File: config.mk
export PLATFORM = sky130hd
export DESIGN_NAME = lsu_ctrl
export DESIGN_NICKNAME = d
export VERILOG_FILES = /design/src/rtl/lsu_pkg.sv /design/src/rtl/lsu_align.sv /design/src/rtl/lsu_ctrl.sv
export SDC_FILE = /design/constraint.sdc
export NUM_CORES = 1
export LEC_CHECK = 0
export BUFFER_PORTS_ARGS = -buffer_cell sky130_fd_sc_hd__buf_2
export CAP_MARGIN = 25
export CORE_MARGIN = 8
export CORE_UTILIZATION = 41
export CTS_CLUSTER_DIAMETER = 200
export DETAILED_ROUTE_END_ITERATION = 10
export PLACE_DENSITY_LB_ADDON = 0.1
export SYNTH_ARGS = -nofsm -noshare
export SYNTH_HDL_FRONTEND = slang
export SYNTH_SLANG_ARGS = --single-unit
File: constraint.sdc
create_clock -name clk -period 3.2 [get_ports clk]
set_input_delay 0.64 -clock clk [delete_from_list [all_inputs] [get_ports clk]]
set_output_delay 0.64 -clock clk [all_outputs]
set_load 0.03 [all_outputs]
File: src/rtl/lsu_pkg.sv
// lsu_pkg: controller state encoding, RV32I load/store funct3 codes and the
// alignment/legality rule shared by the load/store controller.
package lsu_pkg;

    typedef enum logic [2:0] {
        IDLE,
        LOAD,
        RMW_RD,
        WRITE,
        SETTLE,
        ERR,
        RESP
    } lsu_state_e;

    localparam logic [2:0] F3_LB  = 3'd0;
    localparam logic [2:0] F3_LH  = 3'd1;
    localparam logic [2:0] F3_LW  = 3'd2;
    localparam logic [2:0] F3_LBU = 3'd4;
    localparam logic [2:0] F3_LHU = 3'd5;

    localparam logic [2:0] F3_SB  = 3'd0;
    localparam logic [2:0] F3_SH  = 3'd1;
    localparam logic [2:0] F3_SW  = 3'd2;

    // True for a misaligned access or a funct3 that names no RV32I load/store.
    function automatic logic is_bad_access(input logic       we,
                                           input logic [2:0] funct3,
                                           input logic [1:0] off);
        logic bad;
        bad = 1'b1;
        if (we) begin
            case (funct3)
                F3_SB:   bad = 1'b0;
                F3_SH:   bad = off[0];
                F3_SW:   bad = (off != 2'b00);
                default: bad = 1'b1;
            endcase
        end else begin
            case (funct3)
                F3_LB, F3_LBU: bad = 1'b0;
                F3_LH, F3_LHU: bad = off[0];
                F3_LW:         bad = (off != 2'b00);
                default:       bad = 1'b1;
            endcase
        end
        return bad;
    endfunction

endpackage

File: src/rtl/lsu_align.sv
// lsu_align: combinational byte/half extract with sign/zero extension for loads,
// and byte/half merge into a read word for sub-word stores.
module lsu_align
    import lsu_pkg::*;
(
    input  logic [31:0] word,
    input  logic [1:0]  off,
    input  logic [2:0]  funct3,
    input  logic [31:0] wdata,
    output logic [31:0] load_data,
    output logic [31:0] merged
);

    logic [4:0]  byte_sh;
    logic [4:0]  half_sh;
    logic [7:0]  byte_val;
    logic [15:0] half_val;

    assign byte_sh  = {off, 3'b000};
    assign half_sh  = {off[1], 4'b0000};
    assign byte_val = word[byte_sh +: 8];
    assign half_val = word[half_sh +: 16];

    // funct3[1:0] is the access size for both loads and stores; funct3[2] selects zero-extension.
    always_comb begin
        // NOTE: every output gets a default first so no path through the case infers a latch.
        load_data = word;
        merged    = wdata;
        case (funct3[1:0])
            2'b00: begin
                load_data = funct3[2] ? {24'h0, byte_val} : {{24{byte_val[7]}}, byte_val};
                merged                = word;
                merged[byte_sh +: 8]  = wdata[7:0];
            end
            2'b01: begin
                load_data = funct3[2] ? {16'h0, half_val} : {{16{half_val[15]}}, half_val};
                merged                = word;
                merged[half_sh +: 16] = wdata[15:0];
            end
            default: ;
        endcase
    end

endmodule

File: src/rtl/lsu_ctrl.sv
// lsu_ctrl: RV32 load/store controller; aligned word reads, read-modify-write sub-word stores.
// Define LSU_BOUNDS_CHECK_EN to reject accesses whose word lies beyond MEM_SIZE.
module lsu_ctrl
    import lsu_pkg::*;
#(
    parameter int MEM_SIZE = 1024
) (
    input  logic        clk,
    input  logic        rst_n,
    input  logic        req_valid,
    output logic        req_ready,
    input  logic        req_we,
    input  logic [2:0]  req_funct3,
    input  logic [31:0] req_addr,
    input  logic [31:0] req_wdata,
    output logic        resp_valid,
    input  logic        resp_ready,
    output logic [31:0] resp_rdata,
    output logic        resp_err,
    output logic [31:0] mem_r_addr,
    input  logic [31:0] mem_r_data,
    output logic        mem_w_enable,
    output logic [31:0] mem_w_addr,
    output logic [31:0] mem_w_data
);

    if (MEM_SIZE < 4 || (MEM_SIZE % 4) != 0) begin : g_bad_mem_size
        $error("lsu_ctrl: MEM_SIZE must be a positive multiple of 4");
    end

    lsu_state_e  state_q, state_d;
    logic [2:0]  funct3_q, funct3_d;
    logic [31:0] addr_q, addr_d;
    logic [31:0] wdata_q, wdata_d;

    logic        resp_valid_d, resp_err_d, mem_w_enable_d;
    logic [31:0] resp_rdata_d, mem_r_addr_d, mem_w_addr_d, mem_w_data_d;

    logic [31:0] req_waddr;
    logic        out_of_range;
    logic        req_err;
    logic [31:0] load_data;
    logic [31:0] merged;

    assign req_waddr = {req_addr[31:2], 2'b00};

`ifdef LSU_BOUNDS_CHECK_EN
    assign out_of_range = ({1'b0, req_waddr} + 33'd3) >= 33'(MEM_SIZE);
`else
    assign out_of_range = 1'b0;
`endif

    assign req_err   = out_of_range || is_bad_access(req_we, req_funct3, req_addr[1:0]);
    assign req_ready = (state_q == IDLE);

    lsu_align u_align (
        .word      (mem_r_data),
        .off       (addr_q[1:0]),
        .funct3    (funct3_q),
        .wdata     (wdata_q),
        .load_data (load_data),
        .merged    (merged)
    );

    always_comb begin
        state_d      = state_q;
        funct3_d     = funct3_q;
        addr_d       = addr_q;
        wdata_d      = wdata_q;
        resp_rdata_d = resp_rdata;
        mem_r_addr_d = mem_r_addr;
        mem_w_addr_d = mem_w_addr;
        mem_w_data_d = mem_w_data;

        unique case (state_q)
            IDLE: begin
                if (req_valid) begin
                    funct3_d     = req_funct3;
                    addr_d       = req_addr;
                    wdata_d      = req_wdata;
                    resp_rdata_d = '0;
                    if (req_err) begin
                        state_d = ERR;
                    end else if (!req_we) begin
                        state_d      = LOAD;
                        mem_r_addr_d = req_waddr;
                    end else if (req_funct3 == F3_SW) begin
                        state_d      = WRITE;
                        mem_w_addr_d = req_waddr;
                        mem_w_data_d = req_wdata;
                    end else begin
                        state_d      = RMW_RD;
                        mem_r_addr_d = req_waddr;
                    end
                end
            end
            LOAD: begin
                state_d      = RESP;
                resp_rdata_d = load_data;
            end
            RMW_RD: begin
                state_d      = WRITE;
                mem_w_addr_d = {addr_q[31:2], 2'b00};
                mem_w_data_d = merged;
            end
            WRITE:  state_d = SETTLE;
            SETTLE: state_d = RESP;
            ERR:    state_d = RESP;
            RESP:   if (resp_ready) state_d = IDLE;
            default: state_d = IDLE;
        endcase

        // Outputs are registered, so they are decoded from the state being entered.
        resp_valid_d   = (state_d == RESP);
        mem_w_enable_d = (state_d == WRITE);
        resp_err_d     = (state_d == ERR) || ((state_d == RESP) && resp_err);
    end

    // NOTE: sequential state uses non-blocking assignments so every register samples pre-edge values.
    always_ff @(posedge clk or negedge rst_n) begin
        if (!rst_n) begin
            state_q      <= IDLE;
            funct3_q     <= '0;
            addr_q       <= '0;
            wdata_q      <= '0;
            resp_valid   <= 1'b0;
            resp_err     <= 1'b0;
            resp_rdata   <= '0;
            mem_r_addr   <= '0;
            mem_w_enable <= 1'b0;
            mem_w_addr   <= '0;
            mem_w_data   <= '0;
        end else begin
            state_q      <= state_d;
            funct3_q     <= funct3_d;
            addr_q       <= addr_d;
            wdata_q      <= wdata_d;
            resp_valid   <= resp_valid_d;
            resp_err     <= resp_err_d;
            resp_rdata   <= resp_rdata_d;
            mem_r_addr   <= mem_r_addr_d;
            mem_w_enable <= mem_w_enable_d;
            mem_w_addr   <= mem_w_addr_d;
            mem_w_data   <= mem_w_data_d;
        end
    end

endmodule
==> metrics.txt, run 1 <==
DIE WIDTH=171 um; worst-margin pin slew=792 ps; largest net degree at the start of global routing=106; maximum clock path buffer count=2; Core Region=23500 sq um; Ys Warns=0; clock sink count=197; min setup slack post-route=774 ps; Rows=56; final WL=30700 um; reg2reg setup slack=770 ps; Setup Total Neg Slack=0 ps; pwr/cell area=1130 nW/um^2; Leak=0.00579 uW; Worst EP required=3520 ps; synthesized area=9820 sq um; Synth cell types=56; FILL cells=2225; Num CTS Buffers=17; hpwl dp=21800 um; pre-CTS setup slack=607 ps; crit path DAT=2750 ps; gr usage total=0.210; worst hold path class=in -> async; hold buffers post-CTS=0; # IOs=236; PortBufs=231; Via Count=8182; post-CTS setup buffers=0; Final ANT Viol Nets=0; number of hold violations in the final report=0; final-stage net count=1282; area grow syn2layout=20.9%; synth top area cells=dfrtp_1 50%, nand2_1 12%, mux2_2 8.7%; top cell type's share of synthesized area=0.502; Seq cells post-synth=197; Finish-stage setup viols=0; total congestion overflow=0; Starting Density=0.418; period utilization=0.758; Max Freq=0.412 GHz; status=finished clean; Post-synth top cells=303 x nand2_1, 197 x dfrtp_1, 76 x mux2_2, 44 x a221o_1, 42 x clkbuf_1; # resized after CTS=0; prevailing post-synth register cell=dfrtp_1; EDFF count, synth=0; DR pass1 iterations=5; Worst VDD drop=535 uV; max_cap viols=0; max_slew headroom=0.472; Vert. Die Dim=171 um; TritonCTS clock tree=yes; initial antenna violation count=9; drc violations=0; register area share after synthesis=0.502; post-synth top area cell=dfrtp_1; H-tree levels=4; synthesized instance count=974; via/cell ratio=5.43; worst-path maximum fanout=23; wire per inst=20.4 um; Startpoint Class=flip-flop; final estimated routing congestion in global placement=0.848; most common cell in the synthesized netlist=nand2_1; share of cells above drive strength 1=0.341; Clk Tree Root Cell=clkbuf_16; RSZ-0062 raised after global routing=no; die area=29100 sq um; Worst-path clk slew=80 ps; Worst-Skew Late Latency=440 ps; asr flop ratio synth=1.00; Crit Path Category=reg -> reg; CP Capture Type=flip-flop; Tmin final=2430 ps; Setup Skew=14.0 ps; mean post-synth cell area=10.1 sq um; first-pass GRT wire length=47600 um; First DRT Iteration DRCs=596; vias in the first global route=8218; Slew Viols, Final=0
[cell families after synthesis]
group	after synthesis	share of synthesized area
AOI/OAI and AO/OA	190	0.157
buffers and inverters	90	0.0423
other	1	0.000382
DFF	197	0.502
muxes	101	0.121
and+or+nand+nor	390	0.170
adders and majority gates	5	0.00637
[placed cells by master, fill, tap and decap left out, types with 5 or more instances in the layout]
master / count
o22ai_1: 6
clkinv_8: 5
nor2b_1: 10
a211o_1: 8
dfrtp_1: 196
clkbuf_16: 17
mux4_2: 6
nor2_1: 28
mux2i_1: 15
buf_2: 230
o221a_2: 22
nand2_1: 303
a221o_1: 44
ha_1: 5
o211ai_1: 15
inv_1: 11
buf_4: 22
nand2b_1: 14
mux2_2: 76
o21ai_0: 31
a32o_1: 7
a21oi_1: 20
nand4b_1: 10
a31oi_1: 15
[final timing paths]
| kind | startpoint | to | depth (start not counted) |
|---|---|---|---|
| worst max-delay path | funct3_q[0] | resp_rdata[17] | 6 |
| worst min-delay path | rst_n | resp_rdata[25] | 2 |
| worst max register to register | funct3_q[0] | resp_rdata[17] | 6 |
| worst min register to register | resp_rdata[4] | resp_rdata[4] | 2 |
| max in group asynchronous | rst_n | mem_w_addr[6] | 2 |
| min in group clk | req_wdata[25] | wdata_q[25] | 3 |
[power breakdown]
group | leakage, uW | switching (uW) | internal, uW | total [uW]
Combinational | 0.00306 | 4210 | 2500 | 6710
Sequential | 0.00244 | 873 | 3670 | 4540
Clock | 0.000285 | 1090 | 1070 | 2160
[worst max-delay path, stage by stage, from the launching register on]
cell       delay (ps)
dfrtp_1           820
buf_4             340
nor2_1             80
a32oi_2           440
a2111oi_4         130
buf_4             220
a221o_1           280
[registers in the layout, indices dropped and copies added, names as in the netlist]
name	cells
addr_q	32
mem_w_data	32
resp_rdata	32
wdata_q	32
mem_r_addr	30
mem_w_addr	30
funct3_q	3
state_q	3
mem_w_enable	1
resp_err	1
resp_valid	1
[metrics by stage]
stage               instance area [sq um]  hold slack (ps)  total power, uW  std cells   util
detailed placement                  11300              462            11400       1473  0.480
global placement                    11300              459            11300       1473  0.480
global route                        11900              276            14300       1506  0.506
finish                              11900              241            13400       1506  0.506
CTS                                 11900              287            13600       1505  0.505
floorplan                            9830              344             9290        977      -
[layout make-up]
cell class	instances	area, sq um	share of cell area
clock inverter	14	163	0.0137
multi-input combinational	690	4500	0.379
timing repair buffer	256	1390	0.117
sequential	197	4930	0.415
inverter	11	41.3	0.00348
tap	319	399	0.0336
antenna	1	2.50	0.000211
clock buffer	18	439	0.0370
[metal layers]
layer,GRT usage,up-vias,wire (um)
met4,0.0660,16,669
met2,0.329,247,14500
li1,-,3855,-
met1,0.274,4009,13200
met3,0.0657,55,2260
met5,0,-,106
No activity file was read; power rests on OpenSTA's default activity.
==> inputs of run 2 (changes only) <==
==> constraint.sdc (replaced) <==
create_clock -name clk -period 2.1 [get_ports clk]
set_input_delay 0.42 -clock clk [delete_from_list [all_inputs] [get_ports clk]]
set_output_delay 0.42 -clock clk [all_outputs]
set_load 0.03 [all_outputs]
==> run 2 against run 1 <==
  * Fmax grew 23%
  * Sequential cell count is the same
  * Die area is the same
  * Critical path depth shrank 1
  * Utilization grew 2.0 points
  * First-iteration DRC count shrank 7.4%
  * Worst hold slack lost 57 ps
  * Final cell count grew 2.5%
  * Clock-buffer cell count shrank 1
  * Clock power grew 59%
  * Final area grew 4.0%
  * Routed wire length grew 2.9%
==> metrics.txt, run 2 (synthesis results as in run 1) <==
status=finished clean; total congestion overflow=0; Num CTS Buffers=17; hpwl dp=23200 um; leading cell type in the layout, fill and taps excluded=nand2_1; PortBufs=231; Slew Viols, Final=0; Finish-stage setup viols=0; slowest CP cell=and2_1; Clk Tree Root Cell=clkbuf_16; max_slew headroom=0.607; final-stage net count=1320; crit-path cells=buf_4 -> nor3b_1 -> buf_4 -> and2_1 -> a221o_1; HP Start=req_wdata[9]; Leak=0.00603 uW; Worst VDD drop=824 uV; number of hold violations in the final report=0; share of cells above drive strength 1=0.369; first-pass GRT wire length=49800 um; maximum clock path buffer count=2; drc violations=0; worst hold path class=in -> reg; reg2reg setup slack=120 ps; clock sink count=197; # IOs=236; RSZ-0062 raised after global routing=no; most used cell, CP=buf_4; hold path depth=3; die area=29100 sq um; largest net degree at the start of global routing=54; Via Count=8405; CP Capture Type=flip-flop; R2R Path End=resp_rdata[19]; Max Freq=0.505 GHz; period utilization=0.942; R2R cell count=5; DIE WIDTH=171 um; worst-margin pin slew=587 ps; vias in the first global route=8639; First DRT Iteration DRCs=552; initial antenna violation count=8; RR Startpoint=state_q[1]; Setup Skew=9.38 ps; slowest stage delay, CP=530 ps; Setup Total Neg Slack=0 ps; pwr/cell area=1720 nW/um^2; DR pass1 iterations=7; Startpoint Class=flip-flop; Overall Power=21200 uW; Final ANT Viol Nets=0; final estimated routing congestion in global placement=0.905; Crit Path Category=reg -> reg; Worst Hold End=wdata_q[9]; H-tree levels=4; wire per inst=20.5 um; Starting Density=0.418; Tmin final=1980 ps; Core Region=23500 sq um; Worst EP required=2480 ps; max_cap viols=0; final WL=31600 um; area grow syn2layout=25.8%; worst-path maximum fanout=16; crit path DAT=2350 ps; Vert. Die Dim=171 um; TritonCTS clock tree=yes; Rows=56; via/cell ratio=5.44; commonest cells after routing, fill and taps aside=303 x nand2_1, 230 x buf_2, 195 x dfrtp_1; Worst-Skew Late Latency=440 ps; Worst-path clk slew=80 ps; FILL cells=2221; gr usage total=0.219
run 2: worst max path at each step:
stage                from        endpoint  cells past startpoint
2_1_floorplan   addr_q[1]  mem_w_data[24]                      9
3_3_place_gp       req_we   mem_w_addr[2]                      6
3_5_place_dp    addr_q[0]  mem_w_data[17]                      6
4_1_cts         addr_q[1]  resp_rdata[19]                      4
5_1_grt         addr_q[1]   mem_w_data[8]                      6
6_report       state_q[1]  resp_rdata[19]                      5
run 2: per-layer routing:
layer / share of wire / routed length, um / track usage / vias up
met1: 0.43 / 13700 / 0.284 / 4146
met3: 0.082 / 2590 / 0.0703 / 34
met5: 0.0024 / 76 / 0 / -
met4: 0.012 / 389 / 0.0530 / 14
li1: - / - / - / 3924
met2: 0.47 / 14900 / 0.352 / 287
run 2: power by group:
group	internal (uW)	switching [uW]	total, uW
clock	1650	1780	3430
sequential	5600	1170	6760
combinational	4300	6760	11100
total	11500	9710	21200
run 2: metrics by stage:
| step | setup slack (ps) | utilization | hold WS (ps) | instances | area [sq um] |
|---|---|---|---|---|---|
| floorplan | 23.7 | - | 124 | 977 | 9900 |
| global placement | 26.9 | 0.496 | 431 | 1508 | 11700 |
| detailed placement | -7.29 | 0.496 | 430 | 1508 | 11700 |
| CTS | 33.8 | 0.524 | 172 | 1541 | 12300 |
| global route | 0.866 | 0.526 | 183 | 1544 | 12300 |
| finish | 121 | 0.526 | 184 | 1544 | 12300 |
run 2: what timing repair did:
item / CTS / global route
hold buffers: 1 / 0
pin swaps: 0 / 1
buffers inserted: 0 / 1
endpoints found under the setup margin: 7 / 32
endpoints found under the hold margin: 46 / 0
resized for setup: 1 / 6
run 2: cell type report:
class / count / area (sq um) / area share
repair buffers: 294 / 1780 / 0.144
flip-flops and latches: 197 / 4930 / 0.399
multi-input cells: 690 / 4570 / 0.370
clock buffers: 17 / 425 / 0.0345
well taps: 319 / 399 / 0.0323
diodes: 1 / 2.50 / 0.000203
clock inverters: 15 / 196 / 0.0159
inverters: 11 / 43.8 / 0.00355
run 2: critical path, delay by kind of cell, from the launching register on:
kind | cells | cell delay, ps
flip-flops | 1 | 400
AO/OA/AOI/OAI | 1 | 250
AND/OR/NAND/NOR | 2 | 840
buffers and inverters | 2 | 420
